### config.mk
export PLATFORM = sky130hd
export DESIGN_NAME = mux_rr_arbiter
export DESIGN_NICKNAME = d
export VERILOG_FILES = /design/src/rtl/mux_rr_arbiter_pkg.sv /design/src/rtl/mux_rr_arbiter_rr_pick.sv /design/src/rtl/mux_rr_arbiter.sv
export SDC_FILE = /design/constraint.sdc
export NUM_CORES = 1
export LEC_CHECK = 0
export CORE_MARGIN = 2
export CORE_UTILIZATION = 39
export CTS_CLUSTER_SIZE = 30
export DETAILED_ROUTE_END_ITERATION = 8
export HOLD_SLACK_MARGIN = 0.08
export PLACE_DENSITY_LB_ADDON = 0.25
export SLEW_MARGIN = 40
export SYNTH_ARGS = -nofsm -noshare
export SYNTH_HDL_FRONTEND = slang
export SYNTH_HIERARCHICAL = 1
export SYNTH_SLANG_ARGS = --single-unit
### constraint.sdc
create_clock -name clk -period 5.56 [get_ports clk]
set_input_delay 1.112 -clock clk [delete_from_list [all_inputs] [get_ports clk]]
set_output_delay 1.112 -clock clk [all_outputs]
set_load 0.05 [all_outputs]
### src/rtl/mux_rr_arbiter_pkg.sv
// mux_rr_arbiter_pkg
//   Shared definitions for the round-robin mux arbiter family:
//   FSM state encoding and the width/limit of the per-requester
//   grant counters (used when MUX_RR_ARBITER_CNT_EN is defined).
package mux_rr_arbiter_pkg;

  typedef enum logic {
    ST_IDLE = 1'b0,
    ST_HOLD = 1'b1
  } state_t;

  localparam int               CNT_W   = 16;
  localparam logic [CNT_W-1:0] CNT_MAX = '1;

endpackage

### src/rtl/mux_rr_arbiter_rr_pick.sv
// rr_pick
//   Purely combinational round-robin search. Finds the first set bit of
//   req starting at position ptr and wrapping from N-1 back to 0.
// Ports:
//   req   [N]   request vector
//   ptr   [SW]  highest-priority position (must be < N)
//   found [1]   at least one request bit is set
//   idx   [SW]  index of the selected request (0 when found is low)
module rr_pick #(
  parameter  int N  = 4,
  localparam int SW = $clog2(N)
) (
  input  logic [N-1:0]  req,
  input  logic [SW-1:0] ptr,
  output logic          found,
  output logic [SW-1:0] idx
);

  logic [SW-1:0] cand;

  // Scan from the farthest offset down to offset 0 so the candidate
  // closest to ptr is the last one written and therefore wins.
  always_comb begin
    found = 1'b0;
    idx   = '0;
    cand  = '0;
    for (int i = N - 1; i >= 0; i--) begin
      cand = SW'((int'(ptr) + i) % N);
      if (req[cand]) begin
        found = 1'b1;
        idx   = cand;
      end
    end
  end

endmodule

### src/rtl/mux_rr_arbiter.sv
// mux_rr_arbiter
//   Round-robin arbiter that shares one N:1 data mux between N
//   valid/ready requesters. In IDLE it grants one requester (combinational
//   req_ready), captures its word into a single-entry output register and
//   moves to HOLD; HOLD presents the word downstream until out_ready.
//   Throughput is at most one word every two cycles (no bypass).
// Optional feature:
//   `define MUX_RR_ARBITER_CNT_EN adds grant_cnt, one saturating 16-bit
//   grant counter per requester.
// Ports:
//   clk        rising-edge clock
//   rst_n      asynchronous active-low reset
//   req_valid  [N]    per-requester valid
//   req_data   [N*W]  requester i data at [i*W +: W]
//   req_ready  [N]    per-requester ready, one-hot or zero
//   out_valid         output register holds a word
//   out_data   [W]    captured word
//   out_ready         downstream accepts
//   grant_sel  [SW]   mux select of the current or last grant
//   busy              high while in HOLD
//   grant_cnt  [N*16] per-requester grant counters (optional)
module mux_rr_arbiter
  import mux_rr_arbiter_pkg::*;
#(
  parameter  int N  = 4,
  parameter  int W  = 8,
  localparam int SW = $clog2(N)
) (
  input  logic           clk,
  input  logic           rst_n,
  input  logic [N-1:0]   req_valid,
  input  logic [N*W-1:0] req_data,
  output logic [N-1:0]   req_ready,
  output logic           out_valid,
  output logic [W-1:0]   out_data,
  input  logic           out_ready,
  output logic [SW-1:0]  grant_sel,
  output logic           busy
`ifdef MUX_RR_ARBITER_CNT_EN
  ,
  output logic [N*CNT_W-1:0] grant_cnt
`endif
);

  state_t        state, state_nxt;
  logic [SW-1:0] rr_ptr;
  logic          found;
  logic [SW-1:0] pick_idx;
  logic          grant;

  rr_pick #(.N(N)) u_rr_pick (
    .req   (req_valid),
    .ptr   (rr_ptr),
    .found (found),
    .idx   (pick_idx)
  );

  assign grant = (state == ST_IDLE) && found;

  // ---- state register ----
  always_ff @(posedge clk or negedge rst_n) begin
    if (!rst_n) state <= ST_IDLE;
    else        state <= state_nxt;
  end

  // ---- next-state logic ----
  always_comb begin
    state_nxt = state;
    case (state)
      ST_IDLE: if (found)     state_nxt = ST_HOLD;
      ST_HOLD: if (out_ready) state_nxt = ST_IDLE;
      default:                state_nxt = ST_IDLE;
    endcase
  end

  // ---- output logic ----
  // req_ready is gated by rst_n so it reads zero while reset is held,
  // even though requests may already be present.
  always_comb begin
    req_ready = '0;
    if (grant && rst_n) req_ready[pick_idx] = 1'b1;
    out_valid = (state == ST_HOLD);
    busy      = (state == ST_HOLD);
  end

  // ---- capture register and round-robin pointer ----
  always_ff @(posedge clk or negedge rst_n) begin
    if (!rst_n) begin
      out_data  <= '0;
      grant_sel <= '0;
      rr_ptr    <= '0;
    end else if (grant) begin
      out_data  <= req_data[int'(pick_idx)*W +: W];
      grant_sel <= pick_idx;
      rr_ptr    <= (pick_idx == SW'(N - 1)) ? '0 : pick_idx + 1'b1;
    end
  end

`ifdef MUX_RR_ARBITER_CNT_EN
  logic [CNT_W-1:0] cnt [N];

  // ---- per-requester saturating grant counters ----
  always_ff @(posedge clk or negedge rst_n) begin
    if (!rst_n) begin
      for (int i = 0; i < N; i++) cnt[i] <= '0;
    end else if (grant) begin
      for (int i = 0; i < N; i++) begin
        if (pick_idx == SW'(i) && cnt[i] != CNT_MAX) cnt[i] <= cnt[i] + 1'b1;
      end
    end
  end

  always_comb begin
    grant_cnt = '0;
    for (int i = 0; i < N; i++) grant_cnt[i*CNT_W +: CNT_W] = cnt[i];
  end
`endif

endmodule

* Yosys cells after proc, flatten, opt, wreduce, memory -nomap -nowiden
Cells that the tools add are included.
W data, S select, Z words.
** Operators by class
- $mul :: 0
- Reduce and logical (&&, ||, !) cells :: 3
- Shifts and indexed selects :: 1
- Divide/modulo/power cells :: 0
- Multiplexer cells :: 23
- Equality and inequality tests :: 1
- Bitwise operators :: 1
- Add/sub/neg operators :: 4
- Magnitude comparators :: 6
** Operators by type and width (count)
- $shiftx A32 B6 Y8 :: 1
- $lt A2 B3 Y1 const B :: 5
- $mux W1 :: 11
- $mux W2 :: 5
- $bmux W1 S2 :: 4
- $add A2 B1 Y2 const B :: 2
- $add A2 B2 Y2 const B :: 2
- $mux W4 :: 1
- $logic_and A1 B1 Y1 :: 3
- $demux W1 S2 :: 1
- $eq A2 B2 Y1 const B :: 1
- $ge A2 B1 Y1 const B :: 1
- $pmux W1 S2 :: 1
- $not A1 Y1 :: 1
** Word-level totals
- ROM bits :: 0
- RAM bits :: 0
- Output and inout port bits :: 16
- Bits in latches :: 0
- Memories kept :: 0
- Word-level logic and storage cells :: 43
- Register bits :: 13
- Input port bits :: 39

* Depth between registers and ports, before layout
- Depth after elaboration :: 12
- Gate-level depth with buffers :: 7
- Depth with buffers taken out :: 6

* Cells and area by module
Netlist, hierarchy kept.
** Modules (own cells, without submodules)
- mux_rr_arbiter :: area an instance 805.8 um^2, times used 1, seq. area each 325.3 um^2, cells each 52
- rr_pick :: area an instance 77.6 um^2, times used 1, seq. area each 0.0 um^2, cells each 13

* Worst setup path before layout
OpenSTA, ideal clock, no wires.
- Path type :: in2out
- From :: input port req_valid[3]
- To :: output port req_ready[1]
- Slack :: 2.084 ns
- Buffers on the path :: 1
- Stages on the path :: 7
- Arrival time :: 2.364 ns
- Required time :: 4.448 ns
- Cell sequence :: nand2b_1 -> a211oi_1 -> nor2_1 -> buf_2 -> inv_1 -> ha_1 -> and3_1
** Between the ends
- Word-level cells in the longest chain between the ends :: 11
- Elaborated cells on any way between the ends :: 24
- Classes of those cells :: order compare (2); mux (19); reduce/logical (3)
** RTL lines
- start, declared :: RTL line mux_rr_arbiter.sv:31 : input logic [N-1:0] req_valid,
- $bmux W1 S2 :: RTL line mux_rr_arbiter_rr_pick.sv:29 : if (req[cand]) begin
- $mux W1 (implied by the code) :: RTL line mux_rr_arbiter_rr_pick.sv:29
- $mux W2 (3 in series) :: RTL line mux_rr_arbiter_rr_pick.sv:29
- $mux W2 * :: RTL line mux_rr_arbiter_rr_pick.sv:29
- named net pick_idx[1] :: RTL line mux_rr_arbiter.sv:48 : logic [SW-1:0] pick_idx;
- $lt A2 B3 Y1 (implied by the code) / $ge A2 B1 Y1 (equally long branches) :: RTL line mux_rr_arbiter.sv:81 : if (grant && rst_n) req_ready[pick_idx] = 1'b1;
- $logic_and A1 B1 Y1 (implied by the code) :: RTL line mux_rr_arbiter.sv:81
- $mux W1 (implied by the code) :: RTL line mux_rr_arbiter.sv:81
- $demux W1 S2 * :: RTL line mux_rr_arbiter.sv:81
- $mux W4 * :: RTL line mux_rr_arbiter.sv:81
- end, declared :: RTL line mux_rr_arbiter.sv:33 : output logic [N-1:0] req_ready,
Mark *: on every way through the listed nets, which the timed path passes. The rest lies on a longest branch. The select of a mux whose other input is x is not followed.

* Worst setup path in the final report
- From :: input port req_valid[3]
- To :: output port req_ready[0]
Same word-level chain as after synthesis.

==> results.txt <==
Fmax achieved - 0.2091 GHz
DRT Pass-1 Iters - 4
Startpoint types - input port
Status - complete, no violations
Cell variety after synth - 20
Initial antenna violation count - 0
Minimum clock period - 4783 ps
Gpl congestion - 0.8007
CTS buffer count - 3
Num Clock Sinks - 13
Worst hold path class - flip-flop to flip-flop
Met2 usage - 32.05%
Reg-to-reg critical path startpoint - rr_ptr[1]$_DFFE_PN0P_
Initial Utilization - 40.72%
Share of post-route cells with drive strength above 1 - 21.49%
Routed WL - 2188 µm
Yosys reg bits - 13
Mapped Avg Cell Area - 13.59 µm²
Critical Path AT - 3670 ps
DR iter-0 viols - 11
FF-to-FF End - out_data[6]$_DFFE_PN0P_
Sequential area share after synthesis - 36.83%
Post-CTS resize count - 0
Final slew viol count - 0
Die width - 51.59 µm
Num rows - 17
Reg clk slew, reported paths - 70 ps
Worst-path cell chain - clkdlybuf4s50_1 > mux2i_1 > a211oi_2 > inv_1 > ha_1 > and3_1 > clkdlybuf4s50_1
Crit Path Class - input port to primary output
Prevailing post-synth register cell - dfrtp_1
Area Growth Syn to Fin - 66.86%
Leak - 0.6169 nW
WL per Instance - 14.68 µm
Final #Nets - 165
CP most frequent cell - clkdlybuf4s50_1
Final Skew - 6.549 ps
Die height - 51.59 µm
First-pass GRT wire length - 3615 µm
RSZ-0062 raised after global routing - false
Area of the die - 2662 µm²
I/O Pins - 55
CP Capture Point - req_ready[0]
Hold Buf Count CTS - 0
H-tree depth - 1
Number of global-route vias before repair - 790
PD cells - 460.0 nW/µm²
CTS max path bufs - 2
Worst setup EP type - primary output
N_diodes - 0
Clk Latency, worst-skew pair - 280 ps
Final setup vio count - 0
Port Buf Inserts - 54
Final hold violation count - 0
Final Util - 67.94%
R2R depth - 5
Max Cap Viol - 0
Tightest Pin Transition - 759.8 ps
Dpl hpwl - 1708 µm
Net count after synthesis - 108
GRT Max-Usage Layer - met2
Cell area after synthesis - 883.3 µm²
Via/cell ratio - 5.107
Delay of the slowest critical-path stage - 690 ps
Peak VDD IR - 0.3356 mV
CP max stage cell - clkdlybuf4s50_1
Met1 Usage GRT - 21.34%
Critical Path Source - req_valid[3]
Post-Syn Instances - 65
Pin count of the biggest net entering global routing - 18
Worst setup margin - 776.7 ps
Root buf cell - clkbuf_4
CTS tree - built
Final hold slack - 512.0 ps
Setup bufs post-CTS - 0
YS warnings - 6
Ys async rst share - 100.0%
Antenna viol nets, final - 0
Global Route Usage Sum - 19.20%
Grt total ovfl - 0
Number of synthesized flops with an enable pin - 0
CP max FO - 9
Vias - 761
Worst Path Required - 4450 ps
Internal reg-to-reg setup slack - 3090 ps
Worst hold stages - 1
Max_slew headroom - 49.25%
Core area - 2170 µm²
Grt met3 use - 6.609%
DR DRC count - 0
Final Cycle Share - 86.03%
TNS Setup - 0 ps
Worst slack at placement - 762.8 ps
[state kept, by name, indices dropped and copies added (netlist names)]
| name | cells |
|---|---|
| busy | 1 |
| grant_sel | 2 |
| out_data | 8 |
| rr_ptr | 2 |
[layout make-up]
cell class / instances / area [µm²]
Fill cell: 167 / 695.7
Sequential cell: 13 / 325.3
Multi-Input combinational cell: 45 / 516.7
Timing Repair Buffer: 57 / 563.0
Tap cell: 28 / 35.03
Clock buffer: 4 / 26.28
Inverter: 2 / 7.507
[worst min path at each step]
| stage | endpoint | slack (ps) | from |
|---|---|---|---|
| after floorplan | rr_ptr[0]$_DFFE_PN0P_ | 540 | rr_ptr[0]$_DFFE_PN0P_ |
| after global placement | grant_sel[1]$_DFFE_PN0P_ | 490 | grant_sel[1]$_DFFE_PN0P_ |
| after detailed placement | out_data[0]$_DFFE_PN0P_ | 500 | out_data[0]$_DFFE_PN0P_ |
| after CTS | out_data[1]$_DFFE_PN0P_ | 520 | out_data[1]$_DFFE_PN0P_ |
| after global routing | out_data[3]$_DFFE_PN0P_ | 530 | out_data[3]$_DFFE_PN0P_ |
| final | out_data[1]$_DFFE_PN0P_ | 510 | out_data[1]$_DFFE_PN0P_ |
[worst max-delay path: cells and delay by family]
kind	cells	cell delay, ps
compound gates	1	680
fa+ha+maj	1	240
buf+inv	3	1360
mux	1	110
simple gates	1	160
[placed cells by master, fill, tap and decap left out]
master	instances
mux2_2	5
nand2_1	2
a21oi_1	2
clkdlybuf4s50_1	54
nor3b_1	1
and3_1	4
ha_1	4
inv_1	2
clkbuf_1	1
a211oi_2	1
nor2b_1	1
nand2b_1	2
mux2i_1	1
a211oi_1	1
mux4_2	7
dfrtp_1	13
clkbuf_4	3
buf_4	3
nor2_1	6
mux4_1	1
mux2_4	7
[cells by family (layout without fill, tap and decap cells)]
family	count (synthesis)	in the layout	synth area share, %
flip-flops	13	13	36.83
AO/OA/AOI/OAI	4	4	3.400
adder cells (fa/ha/maj)	4	4	5.666
AND/OR/NAND/NOR	16	16	9.207
multiplexers	21	21	40.23
buffers and inverters	7	63	4.674
[metal layers]
| metal | routed length [µm] | part of all wire (%) |
|---|---|---|
| met3 | 141 | 6.4 |
| met1 | 786 | 36 |
| met4 | 70 | 3.2 |
| met5 | 0 | 0 |
| met2 | 1190 | 54 |
[through the flow]
step | area, µm² | total power [mW] | instances
2_1_floorplan | 883.3 | 0.4814 | 65
3_3_place_gp | 1448 | 0.6133 | 145
3_5_place_dp | 1448 | 0.6229 | 145
4_1_cts | 1474 | 0.6860 | 149
5_1_grt | 1474 | 0.7177 | 149
6_report | 1474 | 0.6780 | 149
[cell usage after synthesis (2+ instances only)]
library cell	instances	area, µm²
buf_2	3	15.01
mux2_2	5	56.30
nand2_1	2	7.510
nand2b_1	2	12.51
and3_1	4	25.02
nor2_1	6	22.52
dfrtp_1	13	325.3
mux2_4	7	105.1
inv_1	2	7.510
a21oi_1	2	10.01
ha_1	4	50.05
mux4_2	7	157.7
[power by group]
group          switching, mW  internal [mW]
logic                  0.238          0.209
clock network         0.0320         0.0279
registers             0.0315          0.140
Power figures use the tool's default switching activity.
